### config.mk
export PLATFORM = sky130hd
export DESIGN_NAME = udlx_mem_arbiter
export DESIGN_NICKNAME = d
export VERILOG_FILES = /design/src/rtl/udlx_mem_arbiter_pkg.sv /design/src/rtl/udlx_mem_arb_select.sv /design/src/rtl/udlx_mem_arbiter.sv
export SDC_FILE = /design/constraint.sdc
export NUM_CORES = 1
export LEC_CHECK = 0
export ABC_CLOCK_PERIOD_IN_PS = 7000
export BUFFER_PORTS_ARGS = -buffer_cell sky130_fd_sc_hd__buf_2
export CORE_MARGIN = 2
export CORE_UTILIZATION = 45
export CTS_CLUSTER_DIAMETER = 50
export CTS_CLUSTER_SIZE = 25
export DETAILED_ROUTE_END_ITERATION = 10
export PLACE_DENSITY = 0.88
export SKIP_LAST_GASP = 1
export SLEW_MARGIN = 10
export SYNTH_ARGS = -nofsm -noshare
export SYNTH_HDL_FRONTEND = slang
export SYNTH_SLANG_ARGS = --single-unit
### constraint.sdc
create_clock -name clk -period 7 [get_ports clk]
set_input_delay 0.7 -clock clk [delete_from_list [all_inputs] [get_ports clk]]
set_output_delay 0.7 -clock clk [all_outputs]
set_load 0.005 [all_outputs]
### src/rtl/udlx_mem_arbiter_pkg.sv
// Shared types and default widths for the UDLX memory-port arbiter.
package udlx_mem_pkg;

   localparam int unsigned DEF_ADDR_WIDTH = 20;
   localparam int unsigned DEF_DATA_WIDTH = 32;

   typedef enum logic {IDLE, BUSY} state_t;

   typedef enum logic [1:0] {OWN_NONE, OWN_BOOT, OWN_DATA, OWN_INSTR} owner_t;

endpackage

### src/rtl/udlx_mem_arb_select.sv
// Priority pick between boot, data and fetch requesters, plus the fetch
// starvation counter that forces an instruction grant after a run of data grants.
module udlx_mem_arb_select
   import udlx_mem_pkg::*;
#(
   parameter int unsigned STARVE_LIMIT = 4
)(
   input  logic   clk,
   input  logic   rst_n,
   input  logic   boot_mode,
   input  logic   boot_req,
   input  logic   data_req,
   input  logic   instr_req,
   input  logic   grant_en,
   output owner_t pick
);

   localparam int unsigned CW = $clog2(STARVE_LIMIT + 1);
   localparam logic [CW-1:0] LIMIT = CW'(STARVE_LIMIT);

   logic [CW-1:0] starve_cnt;

   always_comb begin
      pick = OWN_NONE;
      if (boot_mode) begin
         if (boot_req) pick = OWN_BOOT;
      end else if (instr_req && starve_cnt == LIMIT) begin
         pick = OWN_INSTR;
      end else if (data_req) begin
         pick = OWN_DATA;
      end else if (instr_req) begin
         pick = OWN_INSTR;
      end
   end

   // Only grants actually taken in IDLE move the counter.
   always_ff @(posedge clk or negedge rst_n) begin
      if (!rst_n) begin
         starve_cnt <= '0;
      end else if (grant_en) begin
         if (pick == OWN_INSTR) begin
            starve_cnt <= '0;
         end else if (pick == OWN_DATA && instr_req && starve_cnt != LIMIT) begin
            starve_cnt <= starve_cnt + 1'b1;
         end
      end
   end

endmodule

### src/rtl/udlx_mem_arbiter.sv
// Serialises boot, CPU data and CPU fetch transactions onto the single
// SDRAM controller port, one transaction in flight at a time.
module udlx_mem_arbiter
   import udlx_mem_pkg::*;
#(
   parameter int unsigned DATA_WIDTH   = DEF_DATA_WIDTH,
   parameter int unsigned ADDR_WIDTH   = DEF_ADDR_WIDTH,
   parameter int unsigned STARVE_LIMIT = 4
)(
   input  logic                  clk,
   input  logic                  rst_n,
   input  logic                  boot_mode,
   input  logic                  boot_req,
   input  logic [ADDR_WIDTH-1:0] boot_addr,
   input  logic [DATA_WIDTH-1:0] boot_wdata,
   output logic                  boot_ack,
   input  logic                  instr_rd_en,
   input  logic [ADDR_WIDTH-1:0] instr_addr,
   output logic [DATA_WIDTH-1:0] instruction,
   output logic                  instr_ack,
   input  logic                  data_rd_en,
   input  logic                  data_wr_en,
   input  logic [ADDR_WIDTH-1:0] data_addr,
   input  logic [DATA_WIDTH-1:0] data_write,
   output logic [DATA_WIDTH-1:0] data_read,
   output logic                  data_ack,
   output logic                  mem_req,
   output logic                  mem_we,
   output logic [ADDR_WIDTH-1:0] mem_addr,
   output logic [DATA_WIDTH-1:0] mem_wdata,
   input  logic [DATA_WIDTH-1:0] mem_rdata,
   input  logic                  mem_ack,
   output logic                  protocol_err
);

   state_t state;
   owner_t owner;
   owner_t pick;
   logic   grant_en;
   logic   data_req;

   assign data_req = data_rd_en | data_wr_en;
   assign grant_en = (state == IDLE);

   udlx_mem_arb_select #(
      .STARVE_LIMIT(STARVE_LIMIT)
   ) u_sel (
      .clk       (clk),
      .rst_n     (rst_n),
      .boot_mode (boot_mode),
      .boot_req  (boot_req),
      .data_req  (data_req),
      .instr_req (instr_rd_en),
      .grant_en  (grant_en),
      .pick      (pick)
   );

   always_ff @(posedge clk or negedge rst_n) begin
      if (!rst_n) begin
         state        <= IDLE;
         owner        <= OWN_NONE;
         mem_req      <= 1'b0;
         mem_we       <= 1'b0;
         mem_addr     <= '0;
         mem_wdata    <= '0;
         boot_ack     <= 1'b0;
         data_ack     <= 1'b0;
         instr_ack    <= 1'b0;
         data_read    <= '0;
         instruction  <= '0;
         protocol_err <= 1'b0;
      end else begin
         boot_ack  <= 1'b0;
         data_ack  <= 1'b0;
         instr_ack <= 1'b0;
         case (state)
            IDLE: begin
               if (pick != OWN_NONE) begin
                  state   <= BUSY;
                  owner   <= pick;
                  mem_req <= 1'b1;
                  case (pick)
                     OWN_BOOT: begin
                        mem_addr  <= boot_addr;
                        mem_wdata <= boot_wdata;
                        mem_we    <= 1'b1;
                     end
                     OWN_DATA: begin
                        // A simultaneous read+write is issued as a write.
                        mem_addr  <= data_addr;
                        mem_wdata <= data_write;
                        mem_we    <= data_wr_en;
                        if (data_rd_en && data_wr_en) protocol_err <= 1'b1;
                     end
                     default: begin
                        mem_addr <= instr_addr;
                        mem_we   <= 1'b0;
                     end
                  endcase
               end
            end
            BUSY: begin
               if (mem_ack) begin
                  state   <= IDLE;
                  mem_req <= 1'b0;
                  case (owner)
                     OWN_BOOT: boot_ack <= 1'b1;
                     OWN_DATA: begin
                        data_ack <= 1'b1;
                        if (!mem_we) data_read <= mem_rdata;
                     end
                     OWN_INSTR: begin
                        instr_ack   <= 1'b1;
                        instruction <= mem_rdata;
                     end
                     default: ;
                  endcase
               end
            end
            default: state <= IDLE;
         endcase
      end
   end

endmodule

After elaboration in Yosys (flattened, before gate mapping)
Cells that the tools add are included.
{"block": "op_classes", "n_addsub": 1, "n_eq_ne": 10, "n_mux": 25, "bitwise": 3, "n_reduce_logical": 14}
{"op": "one-hot mux 32 bit (2 select lines)", "n": 1}
{"op": "one-hot mux 20 bit (2 select lines)", "n": 1}
{"op": "two-way mux 1 bit", "n": 14}
{"op": "== test 2 bit, second input constant", "n": 4}
{"op": "two-way mux 2 bit", "n": 4}
{"op": "AND reduction 4 bit", "n": 2}
{"op": "two-way mux 3 bit", "n": 2}
{"op": "one-hot mux 1 bit (2 select lines)", "n": 3}
{"op": "AND reduction 2 bit", "n": 3}
{"op": "AND reduction 3 bit", "n": 2}
{"op": "nonzero test 2 bit", "n": 3}
{"op": "== test 2 x 1 -> 1 bit, second input constant", "n": 2}
{"op": "logical AND 1 bit", "n": 4}
{"op": "adder 3 x 1 -> 3 bit, second input constant", "n": 1}
{"op": "== test 3 bit, second input constant", "n": 1}
{"op": "!= test 3 bit, second input constant", "n": 1}
{"op": "!= test 2 x 1 -> 1 bit, second input constant", "n": 1}
{"op": "!= test 2 bit, second input constant", "n": 1}
{"op": "NOT 1 bit", "n": 2}
{"op": "bitwise OR 1 bit", "n": 1}
{"block": "totals", "reg_bits": 128, "inputBits": 164, "elab_cells": 66}

Longest topological paths before layout
Gate-level depths: netlist of run 1.
{"block": "depth", "word_depth": 9, "ltp_mapped": 11}

Modules after synthesis
Synthesis of run 1 repeated with hierarchy kept, for this count alone.
{"block": "unflattened", "cells_unflattened": 456, "area_unflattened_um2": 5526.6}
{"mod": "udlx_mem_arbiter", "n_inst": 1, "cells_each": 426, "area_per_inst_um2": 5277.6}
{"mod": "udlx_mem_arb_select", "n_inst": 1, "cells_each": 30, "area_per_inst_um2": 249.0}

Least setup slack after synthesis of run 1
Ideal clock, no wire load.
{"block": "synth_timing", "path_kind": "input port to flip-flop", "start": "input data_rd_en", "end": "register mem_addr[10]", "setup_time_ns": 0.132, "arrival_time_ns": 2.275, "path_slack_ns": 4.593, "path_stages": 9, "n_path_buf": 2, "path_cell_list": "a2bb2oi_1 -> o21ai_0 -> inv_1 -> ha_1 -> or2_2 -> clkbuf_1 -> clkbuf_1 -> nand2_1 -> o21ai_0"}
{"block": "synth_via", "elab_chain_len": 6}
{"element": "from (decl)", "line_no": "udlx_mem_arbiter.sv:21", "text": "input logic data_rd_en,"}
{"element": "bitwise OR 1 bit *", "line_no": "udlx_mem_arbiter.sv:42", "text": "assign data_req = data_rd_en | data_wr_en;"}
{"element": "two-way mux 2 bit *", "line_no": "udlx_mem_arb_select.sv:29", "text": "end else if (data_req) begin"}
{"element": "two-way mux 2 bit *", "line_no": "udlx_mem_arb_select.sv:27", "text": "end else if (instr_req && starve_cnt == LIMIT) begin"}
{"element": "two-way mux 2 bit *", "line_no": "udlx_mem_arb_select.sv:25", "text": "if (boot_mode) begin"}
{"element": "via pick[0]", "line_no": "udlx_mem_arbiter.sv:38", "text": "owner_t pick;"}
{"element": "== test 2 bit, or another cell as far along", "line_no": "udlx_mem_arbiter.sv:82", "text": "case (pick)"}
{"element": "one-hot mux 20 bit (2 select lines) / AND reduction 2 bit (equally long branches)"}
{"element": "to (signal assigned)", "line_no": "udlx_mem_arbiter.sv:84", "text": "mem_addr <= boot_addr;"}
{"element": "to (signal assigned)", "line_no": "udlx_mem_arbiter.sv:90", "text": "mem_addr <= data_addr;"}
{"element": "to (signal assigned)", "line_no": "udlx_mem_arbiter.sv:96", "text": "mem_addr <= instr_addr;"}
{"element": "to (decl)", "line_no": "udlx_mem_arbiter.sv:29", "text": "output logic [ADDR_WIDTH-1:0] mem_addr,"}
Mark *: on every way through the listed nets, which the timed path passes. The rest lies on a longest branch.
A chain may end at the register's enable or synchronous reset.

Worst setup path after layout of run 1
{"block": "layout_timing", "start": "register u_sel.starve_cnt[0]", "end": "register mem_wdata[21]"}
{"block": "layout_via", "elab_chain_len": 7}
{"element": "from (decl)", "line_no": "udlx_mem_arb_select.sv:21", "text": "logic [CW-1:0] starve_cnt;"}
{"element": "from (signal assigned)", "line_no": "udlx_mem_arb_select.sv:44", "text": "starve_cnt <= starve_cnt + 1'b1;"}
{"element": "== test 3 bit *", "line_no": "udlx_mem_arb_select.sv:27"}
{"element": "logical AND 1 bit *", "line_no": "udlx_mem_arb_select.sv:27"}
{"element": "two-way mux 2 bit *", "line_no": "udlx_mem_arb_select.sv:27"}
{"element": "two-way mux 2 bit *", "line_no": "udlx_mem_arb_select.sv:25"}
{"element": "via pick[0]", "line_no": "udlx_mem_arbiter.sv:38"}
{"element": "== test 2 x 1 -> 1 bit / == test 2 bit (equally long branches)", "line_no": "udlx_mem_arbiter.sv:82"}
{"element": "nonzero test 2 bit (no line)"}
{"element": "AND reduction 3 bit (no line)"}
{"element": "to (signal assigned)", "line_no": "udlx_mem_arbiter.sv:85", "text": "mem_wdata <= boot_wdata;"}
{"element": "to (signal assigned)", "line_no": "udlx_mem_arbiter.sv:91", "text": "mem_wdata <= data_write;"}
{"element": "to (decl)", "line_no": "udlx_mem_arbiter.sv:30", "text": "output logic [DATA_WIDTH-1:0] mem_wdata,"}
Marked as above.

==> results of run 1 <==
cell type report:
class | count | area [um2] | share of cell area [%]
clock buffer | 18 | 429.2 | 5.653
inverter | 7 | 26.28 | 0.3461
timing repair buffer | 289 | 1459 | 19.22
tap | 147 | 183.9 | 2.423
multi-input combinational | 286 | 2133 | 28.10
clock inverter | 14 | 157.7 | 2.076
sequential | 128 | 3203 | 42.19
worst max-delay path by stage:
| stage | from | endpoint | cells after the start | slack (ps) |
|---|---|---|---|---|
| 2_1_floorplan | data_rd_en | mem_addr[10] | 9 | 4590 |
| 3_3_place_gp | data_wr_en | mem_addr[2] | 8 | 3810 |
| 3_5_place_dp | data_wr_en | mem_wdata[0] | 9 | 3720 |
| 4_1_cts | u_sel.starve_cnt[0] | mem_wdata[0] | 10 | 3910 |
| 5_1_grt | u_sel.starve_cnt[0] | mem_wdata[21] | 10 | 3540 |
| 6_report | u_sel.starve_cnt[0] | mem_wdata[21] | 10 | 3900 |
worst max-delay path, cell delays in order, from the launching register on:
cell                        delay (ps)
sky130_fd_sc_hd__dfrtp_1           410
sky130_fd_sc_hd__inv_1              90
sky130_fd_sc_hd__ha_1              190
sky130_fd_sc_hd__a2bb2oi_1          70
sky130_fd_sc_hd__o21ai_0           380
sky130_fd_sc_hd__inv_1             160
sky130_fd_sc_hd__ha_1              670
sky130_fd_sc_hd__nor3b_2           260
sky130_fd_sc_hd__buf_4             500
sky130_fd_sc_hd__nor2_1             80
sky130_fd_sc_hd__a21oi_1           150
routing by layer:
metal / up-vias / GRT usage [%] / part of all wire, %
li1: 2187 / - / -
met1: 2217 / 24.22 / 39
met2: 198 / 38.50 / 52
met3: 24 / 6.484 / 7.2
met4: 0 / 8.193 / 1.8
met5: - / 0 / 0
state kept, by name (all words and copies together) (netlist names):
| register | count |
|---|---|
| mem_wdata | 32 |
| mem_req | 1 |
| data_read | 32 |
| mem_addr | 20 |
| data_ack | 1 |
| boot_ack | 1 |
| owner | 2 |
| instruction | 32 |
| mem_we | 1 |
| protocol_err | 1 |
| state | 1 |
| instr_ack | 1 |
| u_sel.starve_cnt | 3 |
power by group through the flow:
stage	Sequential (mW)	Combinational, mW	Clock [mW]
2_1_floorplan	1.22	0.346	0
3_3_place_gp	1.18	0.782	0
3_5_place_dp	1.20	0.810	0
4_1_cts	1.20	0.815	0.882
5_1_grt	1.23	0.894	0.915
6_report	1.19	0.801	0.863
metrics by stage:
stage / instance area [um2] / total power, mW / hold WS, ps / std cells
after floorplan: 5520 / 1.565 / 404.4 / 453
after global placement: 7005 / 1.965 / 457.1 / 857
after detailed placement: 7005 / 2.013 / 462.6 / 857
after CTS: 7592 / 2.893 / 361.9 / 889
after global routing: 7592 / 3.039 / 396.4 / 889
final: 7592 / 2.859 / 338.4 / 889
cell families after synthesis:
logic type / synth area share [%]
AND/OR/NAND/NOR: 6.369
multiplexers: 19.24
AO/OA/AOI/OAI: 11.31
flip-flops: 58.02
adder cells (fa/ha/maj): 1.587
buffers and inverters: 3.468
cells in the mapped netlist:
| cell | count |
|---|---|
| sky130_fd_sc_hd__dfrtp_1 | 128 |
| sky130_fd_sc_hd__mux2_2 | 63 |
| sky130_fd_sc_hd__o21ai_0 | 41 |
| sky130_fd_sc_hd__nor2_1 | 35 |
| sky130_fd_sc_hd__a21oi_1 | 33 |
| sky130_fd_sc_hd__mux2i_1 | 33 |
| sky130_fd_sc_hd__nand2_1 | 26 |
| sky130_fd_sc_hd__a221oi_1 | 20 |
| sky130_fd_sc_hd__buf_2 | 18 |
| sky130_fd_sc_hd__clkbuf_1 | 11 |
| sky130_fd_sc_hd__ha_1 | 7 |
| sky130_fd_sc_hd__inv_1 | 7 |
| sky130_fd_sc_hd__buf_6 | 3 |
| sky130_fd_sc_hd__mux2_1 | 2 |
| sky130_fd_sc_hd__nand4_1 | 2 |
| sky130_fd_sc_hd__nor3_1 | 2 |
| sky130_fd_sc_hd__nor3b_1 | 2 |
| sky130_fd_sc_hd__o21ai_1 | 2 |
| sky130_fd_sc_hd__o311ai_0 | 2 |
| sky130_fd_sc_hd__or2_2 | 2 |
| sky130_fd_sc_hd__a21o_1 | 1 |
| sky130_fd_sc_hd__a2bb2oi_1 | 1 |
| sky130_fd_sc_hd__a41o_1 | 1 |
| sky130_fd_sc_hd__a41oi_1 | 1 |
| sky130_fd_sc_hd__and3_1 | 1 |
| sky130_fd_sc_hd__and4b_1 | 1 |
| sky130_fd_sc_hd__nand2b_1 | 1 |
| sky130_fd_sc_hd__nand3_1 | 1 |
| sky130_fd_sc_hd__nand3_2 | 1 |
| sky130_fd_sc_hd__nand4_2 | 1 |
| sky130_fd_sc_hd__nor2b_1 | 1 |
| sky130_fd_sc_hd__nor3_4 | 1 |
| sky130_fd_sc_hd__o22a_1 | 1 |
| sky130_fd_sc_hd__o31ai_1 | 1 |
==> out/metrics.csv, run 1 <==
metric,value,unit
run_status,completed,
synth_top_area_share,58.02,%
drt-initial-drc-count,272,
crit_fanout,64,
syn_avg_cell_area,12.19,um2
dpl_worst_slack,3719,ps
port-buffer-count,285,
clk-insertion-delay-late,410,ps
grt_start_max_net_pins,72,
die_area,0.01317,mm2
hpwl,10.51,mm
yosys_warnings,0,
timing.setup.tns,0,ps
crit-reg2reg-launch,u_sel.starve_cnt[0],
layout_commonest_cell,sky130_fd_sc_hd__buf_2,
fillers,986,
drt_first_pass_iters,4,
final_min_period_over_clock_period,44.29,%
setup_repair_after_global_routing_missed_its_margin,false,
sequential_fraction_of_the_synthesis_area,58.02,%
relSlewSlack,26.76,%
final_core_util,63.21,%
mappedNetlistNets,624,
synth.distinct_cells,34,
endpoint_kind,flop,
synthesis.area,0.005520,mm2
vias,4626,
synthesized_instance_count,453,
setup.worst_path.start_class,flop,
synth.top_cells.by_area,"sky130_fd_sc_hd__dfrtp_1 58%, sky130_fd_sc_hd__mux2_2 13%, sky130_fd_sc_hd__mux2i_1 6.0%",
ys_ff_latch,128,
cts_resized,0,
highest_count_cells_in_the_layout_ignoring_fill_and_taps,"284 x sky130_fd_sc_hd__buf_2, 128 x sky130_fd_sc_hd__dfrtp_1, 63 x sky130_fd_sc_hd__mux2_2",
worst_slack_setup_final,3900,ps
detail_route.wirelength,14.23,mm
fp.dieH,114.8,um
rrSetupSlack,3900,ps
grt_pass1_wl,21.82,mm
timing_worst_setup_path_type,reg2reg,
post_drt_via_cell_ratio,5.204,
wire_per_inst,16.00,um
p_switching,0.8538,mW
setup_viol,0,
share_clk_of_total_power,30.2,%
report.final.hold_viol_count,0,
report.final.slew_viol_count,0,
share_seq_of_total_power,41.8,%
cts.repair_timing.setup_buffer_count,0,
placementRows,40,
swShare,29.86,%
holdCritPathClass,in2async,
pin_count,286,
cts_max_level,4,
fp.coreArea,0.01201,mm2
insertedDiodeCount,0,
cts_tree,built,
starting_density_of_the_core,45.96,%
first_global_vias,4524,
global_route.overflow_total,0,
clkSlewWorstSetupHoldPaths,60,ps
total_leakage_power,3.813,nW
grtUsageTotal,21.51,%
power_frac_comb,28.0,%
timing.max_cap.violations,0,
cell_internal_pwr,2.005,mW
post_route_cells_drive_above_1_share,52.56,%
timing.reg2reg.worst_path_depth,10,
clock-root-buffer,sky130_fd_sc_hd__clkbuf_16,
gp_congestion,0.8190,
cp.arrival,3420,ps
synth_top_cell_by_area,sky130_fd_sc_hd__dfrtp_1,
tritoncts.num_buffers,17,
clock-sinks,128,
areaGrowthSynthToFinish,37.53,%
postCtsHoldBufs,0,
horizontal_extent_of_the_die,114.8,um
timing.clock.skew,9.871,ps
p_per_area,376.6,mW/mm2
critPathRequiredTime,7320,ps
final_net_count,900,
cts_max_path_buffers,2,
regToRegEndpoint,mem_wdata[21],
vdd_drop_max,148.3,uV
drtAntennaViolNets,0,
worst-slew-pin-transition,1094,ps
fin_crit,3100,ps
antenna_found_initial,0,
detail_route.drc_violations,0,
fmaxAchievable,0.3226,GHz
Power figures use the tool's default switching activity.
==> run 2: changes to the inputs <==
--- a/config.mk
+++ b/config.mk
@@ -5,7 +5,7 @@
 export SDC_FILE = /design/constraint.sdc
 export NUM_CORES = 1
 export LEC_CHECK = 0
-export ABC_CLOCK_PERIOD_IN_PS = 7000
+export ABC_CLOCK_PERIOD_IN_PS = 2900
 export BUFFER_PORTS_ARGS = -buffer_cell sky130_fd_sc_hd__buf_2
 export CORE_MARGIN = 2
 export CORE_UTILIZATION = 45
==> constraint.sdc (replaced) <==
create_clock -name clk -period 2.9 [get_ports clk]
set_input_delay 0.29 -clock clk [delete_from_list [all_inputs] [get_ports clk]]
set_output_delay 0.29 -clock clk [all_outputs]
set_load 0.005 [all_outputs]
==> run 2 against run 1 <==
  * The run now ends with negative hold slack left
  * Die area unchanged
  * Critical endpoint is now mem_addr[8]
  * Highest routed layer unchanged
  * Combinational power up 140%
  * Design area up 0.63%
  * Via count down 0.35%
  * Maximum frequency up 17%
  * Register-to-register slack worse by 3600 ps
==> out/metrics.csv, run 2 (synthesized netlist as in run 1, its figures left out) <==
metric,value,unit,change
run_status,finished with violations,,was completed
failing_checks,negative hold slack,,
fp.coreArea,0.01201,mm2,unchanged
final_area,0.007640,mm2,was 0.007592 mm2
placementRows,40,,unchanged
fp.dieH,114.8,um,unchanged
worst-slew-pin-transition,912.6,ps,was 1094 ps
vias,4610,,was 4626
p_switching,2.119,mW,was 0.8538 mW
clkSlewWorstSetupHoldPaths,60,ps,about the same
use_met3,6.009,%,was 6.484%
cell_internal_pwr,4.711,mW,was 2.005 mW
grt_start_max_net_pins,66,,was 72
holdCritPathClass,in2async,,unchanged
critPathMostFrequentCell,sky130_fd_sc_hd__inv_1,,
final_min_period_over_clock_period,91.10,%,was 44.29%
first_global_vias,4798,,was 4524
fin_crit,2642,ps,was 3100 ps
postCtsHoldBufs,0,,unchanged
post_drt_via_cell_ratio,5.151,,was 5.204
drt_first_pass_iters,4,,unchanged
critical-path-max-stage-delay,490,ps,was 670 ps
setup_repair_after_global_routing_missed_its_margin,false,,unchanged
setup.worst_path.start_class,flop,,unchanged
power_frac_comb,28.6,%,was 28.0%
share_seq_of_total_power,42.0,%,was 41.8%
report.final.hold_viol_count,15,,was 0
top_regs,"data_read (32), instruction (32), mem_wdata (32)",,unchanged
clock-sinks,128,,unchanged
drt-initial-drc-count,199,,was 272
rrSetupSlack,260,ps,was 3900 ps
grt_pass1_wl,23.14,mm,was 21.82 mm
starting_density_of_the_core,45.96,%,unchanged
fmaxAchievable,0.3785,GHz,was 0.3226 GHz
global_route.overflow_total,0,,unchanged
drtAntennaViolNets,0,,unchanged
crit_path_cell_chain,"inv_1, ha_1, a2bb2oi_1, o21ai_0, inv_1, ha_1, inv_1, a221oi_1, o21ai_0",,"was inv_1, ha_1, a2bb2oi_1, o21ai_0, inv_1, ha_1, nor3b_2, buf_4, nor2_1, a21oi_1"
report.final.slew_viol_count,0,,unchanged
path_delay_family,compound AO/OA/AOI/OAI gates,,was adder cells
cts_max_level,4,,unchanged
highest_count_cells_in_the_layout_ignoring_fill_and_taps,"284 x sky130_fd_sc_hd__buf_2, 128 x sky130_fd_sc_hd__dfrtp_1, 63 x sky130_fd_sc_hd__mux2_2",,unchanged
placed_area,0.007076,mm2,was 0.007005 mm2
insertedDiodeCount,0,,unchanged
most_crowded_layer_gr,met2,,unchanged
detail_route.wirelength,14.31,mm,was 14.23 mm
tritoncts.num_buffers,17,,unchanged
critical-path-slowest-cell,sky130_fd_sc_hd__inv_1,,was sky130_fd_sc_hd__ha_1
port-buffer-count,285,,unchanged
clock-root-buffer,sky130_fd_sc_hd__clkbuf_16,,unchanged
relSlewSlack,39.16,%,was 26.76%
p_per_area,894.0,mW/mm2,was 376.6 mW/mm2
hpwl,10.90,mm,was 10.51 mm
cp.arrival,2950,ps,was 3420 ps
gp_congestion,0.7851,,was 0.8190
die_area,0.01317,mm2,unchanged
layout_commonest_cell,sky130_fd_sc_hd__buf_2,,unchanged
cts_max_path_buffers,2,,unchanged
pin_count,286,,unchanged
crit-reg2reg-launch,u_sel.starve_cnt[0],,unchanged
fillers,967,,was 986
post_route_cells_drive_above_1_share,53.07,%,was 52.56%
fin_worst_hold_slack,-21.12,ps,was 338.4 ps
clk-insertion-delay-late,400,ps,was 410 ps
cts_tree,built,,unchanged
total_leakage_power,3.848,nW,was 3.813 nW
power,6.830,mW,was 2.859 mW
areaGrowthSynthToFinish,38.40,%,was 37.53%
place.detailed.instances,863,,was 857
share_clk_of_total_power,29.3,%,was 30.2%
cts.repair_timing.setup_buffer_count,0,,unchanged
grtUsageTotal,22.51,%,was 21.51%
regToRegEndpoint,mem_addr[8],,was mem_wdata[21]
horizontal_extent_of_the_die,114.8,um,unchanged
global_route_track_usage_on_met1,24.89,%,was 24.22%
finish.cell_count_without_fillers,895,,was 889
timing_worst_setup_path_type,reg2reg,,unchanged
timing.setup.tns,0,ps,unchanged
critPathRequiredTime,3210,ps,was 7320 ps
final_net_count,906,,was 900
timing.reg2reg.worst_path_depth,9,,was 10
setup_viol,0,,unchanged
detail_route.drc_violations,0,,unchanged
wire_per_inst,15.99,um,was 16.00 um
crit_fanout,21,,was 64
grtUsageMet2,41.89,%,was 38.50%
worst-path-buf-inv,3,,unchanged
swShare,31.02,%,was 29.86%
vdd_drop_max,383.3,uV,was 148.3 uV
area_of_the_multi_input_gates,0.002133,mm2,unchanged
cts_resized,0,,unchanged
endpoint_kind,flop,,unchanged
antenna_found_initial,0,,unchanged
timing.max_cap.violations,0,,unchanged
sequential_cell_area,0.003203,mm2,unchanged
timing.clock.skew,8.757,ps,was 9.871 ps
==> run 2: cell count changes in the layout (fill, tap and decap cells not counted), sizes merged <==
cell	before	now
clkbuf	18	17
bufinv	2	0
inv	10	18
clkinv	6	2
buf	289	295
clkinvlp	3	2
==> run 2: layer usage <==
layer	share of wire (%)	vias to the layer above
met2	53	209
met5	0	-
met3	7.7	15
met4	1.3	0
li1	-	2202
met1	38	2184
==> run 2: how the worst max path moves through the flow <==
| stage | depth (start not counted) | slack (ps) | endpoint | start |
|---|---|---|---|---|
| floorplan | 11 | 630 | mem_addr[10] | u_sel.starve_cnt[0] |
| global placement | 8 | 460 | u_sel.starve_cnt[2] | u_sel.starve_cnt[0] |
| detailed placement | 9 | 300 | mem_addr[8] | u_sel.starve_cnt[0] |
| CTS | 9 | 270 | mem_addr[8] | u_sel.starve_cnt[0] |
| global route | 8 | 8 | u_sel.starve_cnt[0] | u_sel.starve_cnt[0] |
| finish | 9 | 260 | mem_addr[8] | u_sel.starve_cnt[0] |
==> run 2: cell type report <==
type                            instances  area share (%)
Clock buffer                           17           5.568
Clock inverter                         15           1.818
Inverter                                7          0.3439
Multi-Input combinational cell        286           27.92
Sequential cell                       128           41.93
Tap cell                              147           2.407
Timing Repair Buffer                  295           20.01
==> run 2: through the flow <==
step	hold WS [ps]	setup WS [ps]	utilization, %
after floorplan	-5.591	632.3	-
after global placement	429.2	457.5	58.91
after detailed placement	445.9	301.5	58.91
after CTS	3.816	270.5	63.60
after global routing	38.39	8.309	63.60
final	-21.12	258.1	63.60
==> run 2: power by group through the flow <==
stage | Combinational, mW | Clock [mW] | Sequential [mW]
floorplan | 0.835 | 0 | 2.94
global placement | 1.91 | 0 | 2.85
detailed placement | 1.98 | 0 | 2.90
CTS | 1.98 | 2.06 | 2.88
global route | 2.18 | 2.15 | 2.96
finish | 1.96 | 2.00 | 2.87
==> run 3: changes to the inputs <==
--- a/config.mk
+++ b/config.mk
@@ -5,7 +5,7 @@
 export SDC_FILE = /design/constraint.sdc
 export NUM_CORES = 1
 export LEC_CHECK = 0
-export ABC_CLOCK_PERIOD_IN_PS = 2900
+export ABC_CLOCK_PERIOD_IN_PS = 2890
 export BUFFER_PORTS_ARGS = -buffer_cell sky130_fd_sc_hd__buf_2
 export CORE_MARGIN = 2
 export CORE_UTILIZATION = 45
==> constraint.sdc (replaced) <==
create_clock -name clk -period 2.89 [get_ports clk]
set_input_delay 0.289 -clock clk [delete_from_list [all_inputs] [get_ports clk]]
set_output_delay 0.289 -clock clk [all_outputs]
set_load 0.005 [all_outputs]
==> run 3 against run 2 <==
  * The run now ends clean
  * Combinational power is essentially flat
  * Highest routed layer unchanged
  * Die area unchanged
  * Clock-buffer cell count is the same
  * Global-route usage fell by 0.10 points
  * Critical endpoint is now mem_addr[6]
  * Critical path depth is the same
  * Sequential power is essentially flat
  * Largest power group unchanged
  * Cell count is 0.11% lower
  * Sequential share of layout area shrank 0.43 points
  * Sequential cell count stayed put
  * Worst setup slack better by 49 ps
  * Critical path type unchanged
==> out/metrics.csv, run 3 (synthesized netlist as in run 1, its figures left out) <==
metric,value,unit,change
run_status,completed,,was finished with violations
hpwl,10.57,mm,was 10.90 mm
detail_route.drc_violations,0,,unchanged
grt_pass1_wl,23.03,mm,was 23.14 mm
setup_repair_after_global_routing_missed_its_margin,false,,unchanged
timing_worst_setup_path_type,reg2reg,,unchanged
cell_count_of_the_worst_hold_path,2,,
die_area,0.01317,mm2,unchanged
highest_count_cells_in_the_layout_ignoring_fill_and_taps,"284 x sky130_fd_sc_hd__buf_2, 128 x sky130_fd_sc_hd__dfrtp_1, 63 x sky130_fd_sc_hd__mux2_2",,unchanged
cp-startpoint,u_sel.starve_cnt[0],,unchanged
areaGrowthSynthToFinish,39.85,%,was 38.40%
setup.worst_path.start_class,flop,,unchanged
area_of_the_multi_input_gates,0.002136,mm2,was 0.002133 mm2
cts_max_path_buffers,2,,unchanged
holdCritPathClass,in2reg,,was in2async
relSlewSlack,57.09,%,was 39.16%
cts_max_level,4,,unchanged
tritoncts.num_buffers,17,,unchanged
critical-path-max-stage-delay,490,ps,about the same
pin_count,286,,unchanged
first_global_vias,4682,,was 4798
endpoint_kind,flop,,unchanged
crit_path_cell_chain,"inv_1, ha_1, a2bb2oi_1, o21ai_0, inv_1, ha_1, inv_1, a221oi_1, o21ai_0",,unchanged
hold_end,data_read[3],,
post_drt_via_cell_ratio,5.216,,was 5.151
rrSetupSlack,310,ps,was 260 ps
power,7.168,mW,was 6.830 mW
insertedDiodeCount,0,,unchanged
starting_density_of_the_core,45.96,%,unchanged
fin_crit,2582,ps,was 2642 ps
layout_commonest_cell,sky130_fd_sc_hd__buf_2,,unchanged
fillers,961,,was 967
final_net_count,906,,unchanged
report.final.hold_viol_count,0,,was 15
fp.coreArea,0.01201,mm2,unchanged
timing.clock.skew,10.29,ps,was 8.757 ps
place.detailed.instances,862,,was 863
port-buffer-count,285,,unchanged
detail_route.wirelength,14.62,mm,was 14.31 mm
timing.setup.tns,0,ps,unchanged
drt_first_pass_iters,4,,unchanged
cts_tree,built,,unchanged
cp_num_cells,9,,unchanged
vdd_drop_max,417.0,uV,was 383.3 uV
clock-root-buffer,sky130_fd_sc_hd__clkbuf_16,,unchanged
clk-insertion-delay-late,410,ps,was 400 ps
fmaxAchievable,0.3872,GHz,was 0.3785 GHz
fp.dieH,114.8,um,unchanged
finish.cell_count_without_fillers,894,,was 895
crit-reg2reg-launch,u_sel.starve_cnt[0],,unchanged
crit_fanout,21,,unchanged
clock-sinks,128,,unchanged
p_per_area,928.5,mW/mm2,was 894.0 mW/mm2
vias,4663,,was 4610
total_leakage_power,3.877,nW,was 3.848 nW
top_regs,"data_read (32), instruction (32), mem_wdata (32)",,unchanged
setup_viol,0,,unchanged
timing.max_cap.violations,0,,unchanged
drt-initial-drc-count,222,,was 199
worst-path-buf-inv,3,,unchanged
gp_congestion,0.7959,,was 0.7851
final_min_period_over_clock_period,89.36,%,was 91.10%
horizontal_extent_of_the_die,114.8,um,unchanged
antenna_found_initial,0,,unchanged
placementRows,40,,unchanged
critPathRequiredTime,3210,ps,about the same
post_route_cells_drive_above_1_share,53.01,%,was 53.07%
worst-slew-pin-transition,643.0,ps,was 912.6 ps
path_delay_family,compound AO/OA/AOI/OAI gates,,unchanged
min-delay-start,mem_rdata[3],,
sequential_cell_area,0.003203,mm2,unchanged
drtAntennaViolNets,0,,unchanged
fin_worst_hold_slack,116.3,ps,was -21.12 ps
global_route.overflow_total,0,,unchanged
timing.reg2reg.worst_path_depth,9,,unchanged
clkSlewWorstSetupHoldPaths,60,ps,about the same
cp.arrival,2900,ps,was 2950 ps
grtUsageTotal,22.40,%,was 22.51%
regToRegEndpoint,mem_addr[6],,was mem_addr[8]
critPathMostFrequentCell,sky130_fd_sc_hd__inv_1,,unchanged
critical-path-slowest-cell,sky130_fd_sc_hd__inv_1,,unchanged
grt_start_max_net_pins,97,,was 66
wire_per_inst,16.36,um,was 15.99 um
report.final.slew_viol_count,0,,unchanged
## run 3: timing repair
item,in CTS,in global routing
endpoints found under the setup margin,0,2
resized for setup,0,1
hold buffers,1,0
endpoints found under the hold margin,32,0
buffers inserted,0,0
## run 3: report_power, final
group | leakage (nW) | internal, mW | switching (mW)
combinational | 2.04 | 1.08 | 0.886
sequential | 1.53 | 2.51 | 0.384
clock | 0.306 | 1.52 | 0.783
## run 3: layer usage
metal	up-vias	wire length, um	track usage, %
met2	224	7636	40.55
met5	-	0	0
met3	22	1282	8.224
li1	2199	-	-
met4	0	206	7.149
met1	2218	5498	24.46
## run 3: final cells by class
type	instances	share of cell area (%)
flip-flops and latches	128	41.49
multi-input cells	286	27.67
repair buffers	295	19.84
clock buffers	17	5.511
clock inverters	14	2.771
well taps	147	2.382
inverters	7	0.3404
## run 3: per-stage QoR
stage	worst slack [ps]	utilization, %	instance area (um2)
global route	74.10	64.27	7720
floorplan	622.3	-	5520
global placement	441.5	58.84	7068
detailed placement	288.7	58.84	7068
finish	307.6	64.27	7720
CTS	273.6	64.25	7717
## run 3: worst reg2reg max path, delay by kind of cell (launching register included)
kind | cells | cell delay [ps]
AOI/OAI and AO/OA | 4 | 810
buffers and inverters | 3 | 740
adders and majority gates | 2 | 540
DFF | 1 | 410
## run 3: worst max path at each step
| stage | end | slack, ps |
|---|---|---|
| after floorplan | mem_addr[10] | 620 |
| after global routing | mem_addr[6] | 70 |
| after CTS | mem_addr[6] | 270 |
| after detailed placement | u_sel.starve_cnt[0] | 290 |
| after global placement | u_sel.starve_cnt[2] | 440 |
| final | mem_addr[6] | 310 |
